<file path="src/rtl/if_skid_slice.sv">
// Two-entry registered skid stage for the valid/payload + ready/flush bundle.
// Every output is a flop, so no combinational path crosses the stage in either direction.
module if_skid_slice #(
    parameter int DATA_WIDTH = 8,
    parameter int CNT_WIDTH  = 16
) (
    input  logic                  clk,
    input  logic                  rst,
    input  logic                  in_n1,
    input  logic [DATA_WIDTH-1:0] in_n2,
    output logic                  in_r1,
    output logic                  in_r2,
    output logic                  out_n1,
    output logic [DATA_WIDTH-1:0] out_n2,
    input  logic                  out_r1,
    input  logic                  out_r2,
    output logic [CNT_WIDTH-1:0]  xfer_cnt
);

    typedef enum logic [1:0] {
        EMPTY = 2'd0,
        ONE   = 2'd1,
        TWO   = 2'd2
    } state_t;

    state_t                state_q, state_d;
    logic [DATA_WIDTH-1:0] head_q, head_d;
    logic [DATA_WIDTH-1:0] skid_q, skid_d;
    logic [CNT_WIDTH-1:0]  cnt_q, cnt_d;
    logic                  in_r1_q, in_r2_q, out_n1_q;
    logic                  push, pop;

    // Handshakes use the registered ready/valid, never the combinational next state.
    assign push = in_n1 & in_r1_q;
    assign pop  = out_n1_q & out_r1;

    always_comb begin
        // NOTE: every variable gets a default first so no path through the
        // case statement can leave it unassigned and infer a latch.
        state_d = state_q;
        head_d  = head_q;
        skid_d  = skid_q;
        cnt_d   = cnt_q + CNT_WIDTH'(pop);

        if (out_r2) begin
            // Flush wins: entries become invalid, head value kept so out_n2 holds.
            state_d = EMPTY;
        end else begin
            unique case (state_q)
                EMPTY: begin
                    if (push) begin
                        state_d = ONE;
                        head_d  = in_n2;
                    end
                end
                ONE: begin
                    unique case ({push, pop})
                        2'b10: begin
                            state_d = TWO;
                            skid_d  = in_n2;
                        end
                        2'b01:   state_d = EMPTY;
                        2'b11:   head_d  = in_n2;
                        default: state_d = ONE;
                    endcase
                end
                TWO: begin
                    if (pop) begin
                        state_d = ONE;
                        head_d  = skid_q;
                    end
                end
                default: state_d = EMPTY;
            endcase
        end
    end

    // NOTE: sequential state uses non-blocking assignments so every flop
    // samples the pre-edge values regardless of statement order.
    always_ff @(posedge clk or negedge rst) begin
        if (!rst) begin
            state_q  <= EMPTY;
            head_q   <= '0;
            skid_q   <= '0;
            cnt_q    <= '0;
            in_r1_q  <= 1'b0;
            in_r2_q  <= 1'b0;
            out_n1_q <= 1'b0;
        end else begin
            state_q  <= state_d;
            head_q   <= head_d;
            skid_q   <= skid_d;
            cnt_q    <= cnt_d;
            in_r1_q  <= (state_d != TWO);
            in_r2_q  <= out_r2;
            out_n1_q <= (state_d != EMPTY);
        end
    end

    assign in_r1    = in_r1_q;
    assign in_r2    = in_r2_q;
    assign out_n1   = out_n1_q;
    assign out_n2   = head_q;
    assign xfer_cnt = cnt_q;

endmodule
</file>
<file path="config.mk">
export PLATFORM = sky130hd
export DESIGN_NAME = if_skid_slice
export DESIGN_NICKNAME = d
export VERILOG_FILES = /design/src/rtl/if_skid_slice.sv
export SDC_FILE = /design/constraint.sdc
export NUM_CORES = 1
export LEC_CHECK = 0
export ABC_AREA = 1
export CORE_MARGIN = 2
export CORE_UTILIZATION = 45
export DETAILED_ROUTE_END_ITERATION = 10
export PLACE_DENSITY = 0.72
export SLEW_MARGIN = 20
export SYNTH_ARGS = -nofsm -noshare
export SYNTH_HDL_FRONTEND = slang
export SYNTH_SLANG_ARGS = --single-unit
</file>
<file path="constraint.sdc">
create_clock -name clk -period 3.6 [get_ports clk]
set_clock_uncertainty 0.2 [all_clocks]
set_input_delay 0.72 -clock clk [delete_from_list [all_inputs] [get_ports clk]]
set_output_delay 0.72 -clock clk [all_outputs]
set_load 0.02 [all_outputs]
</file>
==> results of run 1 <==
## synthesized netlist by cell type (all sizes together)
| cell | number | share of area [%] |
|---|---|---|
| a21oi | 1 | 0.27 |
| buf | 2 | 0.88 |
| dfrtp | 37 | 50 |
| ha | 2 | 1.4 |
| inv | 28 | 5.7 |
| nand2 | 63 | 14 |
| nand3 | 24 | 7.7 |
| nand3b | 3 | 1.2 |
| nand4 | 1 | 0.34 |
| nor2 | 17 | 5.3 |
| o21ai | 10 | 4.5 |
| o21bai | 8 | 3.3 |
| xnor2 | 7 | 3.3 |
| xor2 | 5 | 2.4 |
## registers in the layout, indices dropped and copies added, names as in the netlist
name / cells
out_n2: 8
skid_q: 8
xfer_cnt: 16
state_q: 2
in_r2: 1
in_r1: 1
out_n1: 1
## routing by layer
metal | wire, um | up-vias | GRT usage, %
met5 | 0 | - | 0
met4 | 55 | 0 | 6.750
met3 | 149 | 7 | 4.934
met2 | 1634 | 32 | 28.16
met1 | 1573 | 677 | 21.35
li1 | - | 741 | -
## layout by cell type (no fill, tap or decap), types with 2 or more instances in the layout
master	n
sky130_fd_sc_hd__clkbuf_8	6
sky130_fd_sc_hd__clkdlybuf4s50_1	39
sky130_fd_sc_hd__dfrtp_1	37
sky130_fd_sc_hd__ha_1	2
sky130_fd_sc_hd__inv_1	25
sky130_fd_sc_hd__inv_2	3
sky130_fd_sc_hd__nand2_1	58
sky130_fd_sc_hd__nand2_2	5
sky130_fd_sc_hd__nand3_1	21
sky130_fd_sc_hd__nand3_2	2
sky130_fd_sc_hd__nand3b_1	3
sky130_fd_sc_hd__nor2_1	13
sky130_fd_sc_hd__nor2_4	2
sky130_fd_sc_hd__o21ai_2	9
sky130_fd_sc_hd__o21bai_1	8
sky130_fd_sc_hd__xnor2_1	7
sky130_fd_sc_hd__xor2_1	5
## worst reg2reg max path, cell delays in order, from the launching register on
cell,delay (ns)
sky130_fd_sc_hd__dfrtp_1,0.35
sky130_fd_sc_hd__nand2_1,0.16
sky130_fd_sc_hd__inv_1,0.09
sky130_fd_sc_hd__ha_1,0.18
sky130_fd_sc_hd__ha_1,0.19
sky130_fd_sc_hd__nand3_1,0.13
sky130_fd_sc_hd__nor2_2,0.20
sky130_fd_sc_hd__nand3_1,0.12
sky130_fd_sc_hd__xnor2_1,0.14
## layout make-up
type / count / share of cell area [%]
Tap cell: 50 / 2.634
Timing Repair Buffer: 40 / 16.75
Multi-Input combinational cell: 141 / 33.56
Sequential cell: 37 / 38.99
Clock buffer: 7 / 3.635
Inverter: 28 / 4.426
## logic make-up after synthesis
logic type	Yosys count	share of synthesized area [%]
flops	37	50.20
buf+inv	30	6.580
fa+ha+maj	2	1.357
compound gates	19	8.073
xor+xnor	12	5.699
simple gates	108	28.09
## power by group through the flow
stage	Sequential (mW)	Combinational (mW)	Clock (mW)
floorplan	0.694	0.217	0
global placement	0.626	0.485	0
detailed placement	0.630	0.490	0
CTS	0.623	0.492	0.302
global route	0.638	0.544	0.319
finish	0.623	0.485	0.288
## final timing paths
path                                      to  slack (ns)  depth (start not counted)
max in group asynchronous         state_q[1]        2.23                          2
worst max register to register  xfer_cnt[14]        1.73                          8
min in group asynchronous        xfer_cnt[3]        0.66                          2
worst max-delay path            xfer_cnt[14]        1.20                          9
worst min-delay path               skid_q[4]        0.29                          2
worst min register to register     skid_q[4]        0.29                          2
## metrics by stage
| stage | instances | hold slack [ns] | worst slack (ns) | power (mW) |
|---|---|---|---|---|
| final | 303 | 0.2852 | 1.198 | 1.395 |
| after detailed placement | 296 | 0.2696 | 0.8779 | 1.120 |
| after floorplan | 208 | 0.2244 | 1.462 | 0.9104 |
| after CTS | 303 | 0.2873 | 1.184 | 1.417 |
| after global placement | 296 | 0.2659 | 0.9237 | 1.111 |
| after global routing | 303 | 0.3105 | 1.016 | 1.502 |
==> flow_summary.toml, run 1 <==
[status]
run_status = "complete, no violations"

[timing]
clock.fmax_mhz = 416.3
timing_hold_violations_final = 0
grt_setup_unrepaired = "false"
final_slew_violations = 0
fin_crit_sh_pct = 66.73
finalSetupTns_ns = 0
max_slew_margin_pct = 66.86
max_slew.worst_pin.slew_ns = 0.4971
period_minus_slack_ns = 2.402
setup-violations-final = 0

[detailed_routing]
drt_iter0_drc = 146
total_vias_in_the_final_route = 1457
drc = 0
wl_per_cell_um = 11.26
dr.pass1.iters = 4
wl_um = 3412
average_via_count_per_standard_cell = 4.809
detail-route-antenna-nets = 0

[floorplan]
fp.dieH_um = 68.02
io_pins = 40
floorplan.core_area_sq_mm = 0.003971
floorplan.die.width_um = 68.02
rows = 23
floorplan.die_area_sq_mm = 0.004627
initial_utilization_pct = 46.44

[setup_path]
cp.required_ns = 3.57
worstPathCellList = "clkdlybuf4s50_1 > nand2_1 > inv_1 > ha_1 > ha_1 > nand3_1 > nor2_2 > nand3_1 > xnor2_1"
worst-path-buf-inv = 2
cpMaxStageDelayCell = "sky130_fd_sc_hd__clkdlybuf4s50_1"
critical_path.reg2reg.startpoint = "out_n1"
setup.worst_path.start_class = "input pin"
worstSetupPathType = "in -> reg"
endpoint_kind = "flip-flop"
critical-path-max-stage-delay_ns = 0.45
cp-startpoint = "out_r1"
critPathArrivalTime_ns = 2.37
worst_path_dominant_cell_family = "simple AND/OR/NAND/NOR gates"
critPathMaxFanout = 5

[placed_design]
buffer_ports.inserted = 39
routabilityCongestion = 0.7222
post-dp-hpwl_um = 2524
place_area_sq_mm = 0.002288

[clock_network]
cts-hold-fix-buffers = 0
ctsRootBufferMaster = "sky130_fd_sc_hd__clkbuf_8"
cts_num_sinks = 37
cts_max_level = 2
clkLatencyLatePin_ns = 0.29
inserted_clock_buffers = 5
post_cts.resized_instances = 0
cts-root-to-sink-buffers = 2
tritoncts = "done"
clk_transition_reported_paths_ns = 0.07
cts_setup_buffers = 0

[power_and_ir_drop]
clk_pwr_share_pct = 20.6
share_comb_of_total_power_pct = 34.7
power_density_cells_mw_per_mm2 = 587.6
cellLeakagePower_nw = 1.157
power.share.switching_pct = 34.40
vdd.ir_drop.worst_mv = 0.3085
power.net_switching_mw = 0.4801
power_report.internal_total_mw = 0.9154
sequentialPowerShare_pct = 44.6

[cells_and_area]
n_fill_cell = 373
regArea_sq_um = 925.9
multi_input_comb_area_sq_um = 797.0
postLayoutCoreUtil_pct = 59.80
area.growth.synth_to_final_pct = 28.77
post_route_cells_drive_above_1_share_pct = 12.25
antenna_cells = 0
final_nets = 268
final_design_area_excluding_fillers_sq_mm = 0.002375

[global_routing]
grt_start_max_net_pins = 38
wire_length_of_the_first_global_routing_pass_um = 5830
grt_pass1_vias = 1311
globalRouteTotalUtil_pct = 17.18
antenna_found_initial = 0
grt-ovfl-total = 0

[hold_path]
hold_path_startpoint = "skid_q[4]"
hold_path_class = "reg -> reg"

[synthesis]
synthesis.area_per_instance_sq_um = 8.867
postSynthNetCount = 223
proportion_of_synthesized_chip_area_in_sequential_cells_pct = 50.20
yosys_register_bits = 37
mappedNetlistArea_sq_mm = 0.001844
ys_types = 23
ys_warn_count = 0
syn-instance-count = 208

[flow_run]
drv.max_cap_violation_count = 0
(Power assumes the default switching activity.)
==> run 2: changes to the inputs <==
--- a/config.mk
+++ b/config.mk
@@ -9,7 +9,7 @@
 export CORE_MARGIN = 2
 export CORE_UTILIZATION = 45
 export DETAILED_ROUTE_END_ITERATION = 10
-export PLACE_DENSITY = 0.72
+export PLACE_DENSITY = 0.75
 export SLEW_MARGIN = 20
 export SYNTH_ARGS = -nofsm -noshare
 export SYNTH_HDL_FRONTEND = slang
==> constraint.sdc (replaced) <==
create_clock -name clk -period 2.08 [get_ports clk]
set_clock_uncertainty 0.2 [all_clocks]
set_input_delay 0.416 -clock clk [delete_from_list [all_inputs] [get_ports clk]]
set_output_delay 0.416 -clock clk [all_outputs]
set_load 0.02 [all_outputs]
==> run 2 against run 1 <==
Effect of this change: wire length increased by 1.6%; clock power increased by 70%; cell count increased by 2.3%; largest cell class unchanged.
==> flow_summary.toml, run 2 (same netlist as run 1, synthesis figures left out) <==
[floorplan]
floorplan.die.width_um = 68.02
rows = 23
floorplan.core_area_sq_mm = 0.003971
fp.dieH_um = 68.02
initial_utilization_pct = 46.44
floorplan.die_area_sq_mm = 0.004627
io_pins = 40

[clock_network]
cts_num_sinks = 37
cts-hold-fix-buffers = 0
cts-root-to-sink-buffers = 2
cts_setup_buffers = 0
cts_max_level = 2
ctsRootBufferMaster = "sky130_fd_sc_hd__clkbuf_8"
post_cts.resized_instances = 0
clkLatencyLatePin_ns = 0.29
tritoncts = "done"
clk_transition_reported_paths_ns = 0.08
inserted_clock_buffers = 5

[power_and_ir_drop]
clk_pwr_share_pct = 20.3
share_comb_of_total_power_pct = 35.7
cellLeakagePower_nw = 1.187
power_report.internal_total_mw = 1.564
power.net_switching_mw = 0.8566
power_density_cells_mw_per_mm2 = 1000
sequentialPowerShare_pct = 44.0
vdd.ir_drop.worst_mv = 0.5586
power.share.switching_pct = 35.38

[hold_path]
timing.hold.worst_path_depth = 2
hold_path_class = "reg -> reg"

[timing]
clock.fmax_mhz = 503.0
max_slew.worst_pin.slew_ns = 0.4582
setup-violations-final = 0
fin_crit_sh_pct = 95.59
timing_hold_violations_final = 0
max_slew_margin_pct = 69.46
fin_ws_ns = 0.09176
grt_setup_unrepaired = "false"
final_slew_violations = 0
period_minus_slack_ns = 1.988

[global_routing]
global_route.usage.met1_pct = 22.64
antenna_found_initial = 0
globalRouteTotalUtil_pct = 17.91
busiest_layer = "met2"
wire_length_of_the_first_global_routing_pass_um = 6092
grt-ovfl-total = 0
met3_capacity_usage_during_global_routing_pct = 4.112
grt_pass1_vias = 1439
grt_util_met2_pct = 29.13
grt_start_max_net_pins = 38

[detailed_routing]
wl_per_cell_um = 11.18
wl_um = 3466
dr.pass1.iters = 4
drt_iter0_drc = 98
detail-route-antenna-nets = 0
drc = 0
average_via_count_per_standard_cell = 4.674
total_vias_in_the_final_route = 1449

[setup_path]
crit_cells = 1
ff2ff_path_depth = 8
setup.worst_path.start_class = "flip-flop"
cp.required_ns = 1.46
worstSetupPathType = "reg -> out"
critPathMaxFanout = 5
endpoint_kind = "output pin"
worst_path_dominant_cell_family = "buffers and inverters"
critPathArrivalTime_ns = 1.37
worst-path-buf-inv = 1
worstPathCellList = "clkdlybuf4s50_1"
cpMaxStageDelayCell = "sky130_fd_sc_hd__clkdlybuf4s50_1"
critical-path-max-stage-delay_ns = 0.64

[placed_design]
dpl_worst_slack_ns = -0.1285
post-dp-hpwl_um = 2612
dp.cells = 302
buffer_ports.inserted = 39
routabilityCongestion = 0.7813

[cells_and_area]
antenna_cells = 0
mostFrequentLayoutCell = "sky130_fd_sc_hd__nand2_1"
largest_register_ff_count = 16
post_route_cells_drive_above_1_share_pct = 15.00
layoutNonFillerInstCount = 310
mostFrequentLayoutCells = "58 x sky130_fd_sc_hd__nand2_1, 39 x sky130_fd_sc_hd__clkdlybuf4s50_1, 37 x sky130_fd_sc_hd__dfrtp_1"
final_nets = 274
n_fill_cell = 364
area.growth.synth_to_final_pct = 31.21

[status]
run_status = "complete, no violations"

[flow_run]
drv.max_cap_violation_count = 0
run 2: cell types whose count changed in the layout (fill, tap and decap cells not counted), sizes merged:
| cell | before | now |
|---|---|---|
| buf | 1 | 7 |
| clkinv | 0 | 2 |
| clkinvlp | 0 | 1 |
| clkbuf | 7 | 5 |
run 2: layout make-up:
cell class,instances,area [sq um],area share (%)
sequential,37,925.9,38.26
multi-input combinational,141,797.0,32.94
timing repair buffer,46,442.9,18.30
inverter,28,105.1,4.343
clock buffer,5,68.82,2.844
tap,50,62.56,2.585
clock inverter,3,17.52,0.7239
run 2: final timing paths:
kind	from	to	slack [ns]
setup / recovery	xfer_cnt[9]	xfer_cnt[9]	0.09
hold / removal	skid_q[3]	skid_q[3]	0.29
setup reg to reg	out_n1	xfer_cnt[6]	0.41
hold reg to reg	skid_q[3]	skid_q[3]	0.29
max in group asynchronous	rst	xfer_cnt[1]	1.01
min in group asynchronous	rst	xfer_cnt[5]	0.35
run 2: worst reg2reg max path: stages (launching register included):
cell	delay [ns]
sky130_fd_sc_hd__dfrtp_1	0.38
sky130_fd_sc_hd__nand2_1	0.08
sky130_fd_sc_hd__inv_1	0.04
sky130_fd_sc_hd__ha_1	0.18
sky130_fd_sc_hd__ha_1	0.19
sky130_fd_sc_hd__nand3_1	0.13
sky130_fd_sc_hd__nor2_2	0.08
sky130_fd_sc_hd__buf_4	0.13
sky130_fd_sc_hd__xor2_1	0.13
run 2: per-stage QoR:
stage               power [mW]  area (sq um)  setup TNS [ns]  hold WS [ns]  utilization [%]
global route             2.585          2420               0        0.3009            60.93
floorplan                1.576          1844               0      -0.07959                -
finish                   2.421          2420               0        0.2854            60.93
detailed placement       1.958          2333         -0.7317        0.2691            58.76
CTS                      2.454          2420               0        0.2876            60.93
global placement         1.933          2333         -0.5661        0.2653            58.76
run 2: power by group through the flow:
stage	combinational, mW	sequential, mW	clock [mW]
finish	0.865	1.06	0.491
global route	0.963	1.09	0.531
detailed placement	0.876	1.08	0
CTS	0.880	1.07	0.506
floorplan	0.375	1.20	0
global placement	0.856	1.08	0
run 2: layer usage:
layer	up-vias	part of all wire [%]
li1	748	-
met1	659	46
met2	35	47
met3	7	4.6
met4	0	2.2
met5	-	0
==> run 3: changes to the inputs <==
--- a/config.mk
+++ b/config.mk
@@ -7,9 +7,10 @@
 export LEC_CHECK = 0
 export ABC_AREA = 1
 export CORE_MARGIN = 2
-export CORE_UTILIZATION = 45
+export CORE_UTILIZATION = 35
+export CTS_BUF_LIST = sky130_fd_sc_hd__clkbuf_16
 export DETAILED_ROUTE_END_ITERATION = 10
-export PLACE_DENSITY = 0.75
+export REMOVE_ABC_BUFFERS = 1
 export SLEW_MARGIN = 20
 export SYNTH_ARGS = -nofsm -noshare
 export SYNTH_HDL_FRONTEND = slang
==> run 3 against run 2 <==
Effect of this change: total power is 20% higher; sequential share of layout area is 2.2 points lower; critical endpoint is now xfer_cnt[12]; via count is 1.4% higher; cell count is 6.8% higher; clock power is 96% higher; combinational power is 0.7% lower; die area is 27% higher; utilization is 11 points lower; global-route usage is 4.1 points lower.
==> flow_summary.toml, run 3 (same netlist as run 1, synthesis figures left out) <==
[detailed_routing]
total_vias_in_the_final_route = 1469
wl_per_cell_um = 10.63
dr.pass1.iters = 4
drc = 0
detail-route-antenna-nets = 0
average_via_count_per_standard_cell = 4.438
wl_um = 3517
drt_iter0_drc = 54

[global_routing]
wire_length_of_the_first_global_routing_pass_um = 6410
grt-ovfl-total = 0
globalRouteTotalUtil_pct = 13.78
grt_pass1_vias = 1398
antenna_found_initial = 0
grt_start_max_net_pins = 38

[timing]
final_slew_violations = 0
max_slew.worst_pin.slew_ns = 0.4541
grt_setup_unrepaired = "false"
setup-violations-final = 0
period_minus_slack_ns = 1.961
timing_hold_violations_final = 0
fin_hold_ws_ns = 0.2812
fin_crit_sh_pct = 94.28
clock.fmax_mhz = 510.0
max_slew_margin_pct = 69.72

[clock_network]
clkLatencyLatePin_ns = 0.28
ctsRootBufferMaster = "sky130_fd_sc_hd__clkbuf_16"
tritoncts = "done"
cts-root-to-sink-buffers = 2
inserted_clock_buffers = 5
cts_num_sinks = 37
cts_max_level = 2
cts_setup_buffers = 0
clk_transition_reported_paths_ns = 0.05

[setup_path]
cp.required_ns = 1.46
worstSetupPathType = "reg -> out"
endpoint_kind = "output pin"
setup.worst_path.start_class = "flip-flop"
worst-path-buf-inv = 1
critical-path-max-stage-delay_ns = 0.64
worstPathCellList = "clkdlybuf4s50_1"
worst_path_dominant_cell_family = "buffers and inverters"
critPathArrivalTime_ns = 1.34
critPathMaxFanout = 5
cpMaxStageDelayCell = "sky130_fd_sc_hd__clkdlybuf4s50_1"

[flow_run]
drv.max_cap_violation_count = 0

[cells_and_area]
layoutNonFillerInstCount = 331
largest_register_ff_count = 16
final_nets = 275
post_route_cells_drive_above_1_share_pct = 16.09
mostFrequentLayoutCell = "sky130_fd_sc_hd__nand2_1"
area.growth.synth_to_final_pct = 39.15
antenna_cells = 0
mostFrequentLayoutCells = "58 x sky130_fd_sc_hd__nand2_1, 38 x sky130_fd_sc_hd__clkdlybuf4s50_1, 37 x sky130_fd_sc_hd__dfrtp_1"

[floorplan]
floorplan.die_area_sq_mm = 0.005866
io_pins = 40
rows = 26
fp.dieH_um = 76.59
floorplan.core_area_sq_mm = 0.005107
initial_utilization_pct = 36.11
floorplan.die.width_um = 76.59

[placed_design]
dp.cells = 322
buffer_ports.inserted = 39
routabilityCongestion = 0.7718
post-dp-hpwl_um = 2646

[power_and_ir_drop]
vdd.ir_drop.worst_mv = 0.5530
cellLeakagePower_nw = 1.241
power_density_cells_mw_per_mm2 = 1130

[status]
run_status = "complete, no violations"

[hold_path]
hold_path_class = "reg -> reg"
==> run 3: cell count changes in the layout (fill, tap and decap cells not counted) <==
cell,change
sky130_fd_sc_hd__buf_2,+1
sky130_fd_sc_hd__nand3_1,-1
sky130_fd_sc_hd__clkbuf_8,-5
sky130_fd_sc_hd__nand3_2,+1
sky130_fd_sc_hd__clkdlybuf4s50_1,-1
sky130_fd_sc_hd__dlygate4sd3_1,+1
sky130_fd_sc_hd__nor2_4,+1
sky130_fd_sc_hd__clkinvlp_4,-1
sky130_fd_sc_hd__clkinv_2,-1
sky130_fd_sc_hd__clkbuf_16,+5
sky130_fd_sc_hd__bufinv_16,+2
sky130_fd_sc_hd__nor2_1,-1
==> run 3: cell type report <==
type | instances | area [sq um]
fill | 496 | 2541
sequential | 37 | 925.9
multi-input combinational | 141 | 809.5
timing repair buffer | 47 | 447.9
clock buffer | 5 | 125.1
inverter | 28 | 105.1
tap | 70 | 87.58
clock inverter | 3 | 65.06
==> run 3: stage by stage <==
stage               TNS (ns)  instance area [sq um]  setup WS [ns]  total power [mW]  utilization (%)
finish                     0                   2566         0.1191             2.900            50.25
global route               0                   2566        0.01420             3.079            50.25
floorplan                  0                   1828         0.1717             1.571                -
global placement     -0.6794                   2354        -0.1198             1.941            46.08
detailed placement   -0.9657                   2354        -0.1711             1.956            46.08
CTS                        0                   2554         0.1059             2.938            50.00
==> run 3: repair_timing <==
action	in CTS	in global routing
hold endpoints to repair	36	0
hold buffers	1	0
resized for setup	0	3
setup endpoints to repair	0	5
==> run 3: layer usage <==
| metal | wire, um | vias to the layer above | GRT usage [%] | share of wire [%] |
|---|---|---|---|---|
| met5 | 0 | - | 0 | 0 |
| met4 | 76 | 0 | 6.000 | 2.2 |
| met3 | 168 | 7 | 4.147 | 4.8 |
| met2 | 1587 | 31 | 21.15 | 45 |
| met1 | 1685 | 667 | 18.00 | 48 |
| li1 | - | 764 | - | - |
==> run 3: worst paths after layout <==
kind	slack, ns	start	endpoint	cells after the start
max	0.12	xfer_cnt[12]	xfer_cnt[12]	1
max in group asynchronous	0.85	rst	xfer_cnt[7]	3
min reg2reg	0.28	skid_q[1]	skid_q[1]	2
min in group asynchronous	0.52	rst	out_n2[3]	3
max reg2reg	0.41	out_n1	xfer_cnt[12]	8
min	0.28	skid_q[1]	skid_q[1]	2
==> run 3: power by group <==
part           leakage [nW]  total (mW)  internal [mW]  switching [mW]
Sequential            0.474        1.08          0.922           0.158
Combinational         0.673       0.859          0.413           0.446
Clock                0.0938       0.961          0.684           0.278
==> run 3: worst min-delay path: cells and delay by family (launching register included) <==
family	cells	cell delay (ns)
AOI/OAI and AO/OA	1	0.05
DFF	1	0.34
and+or+nand+nor	1	0.06
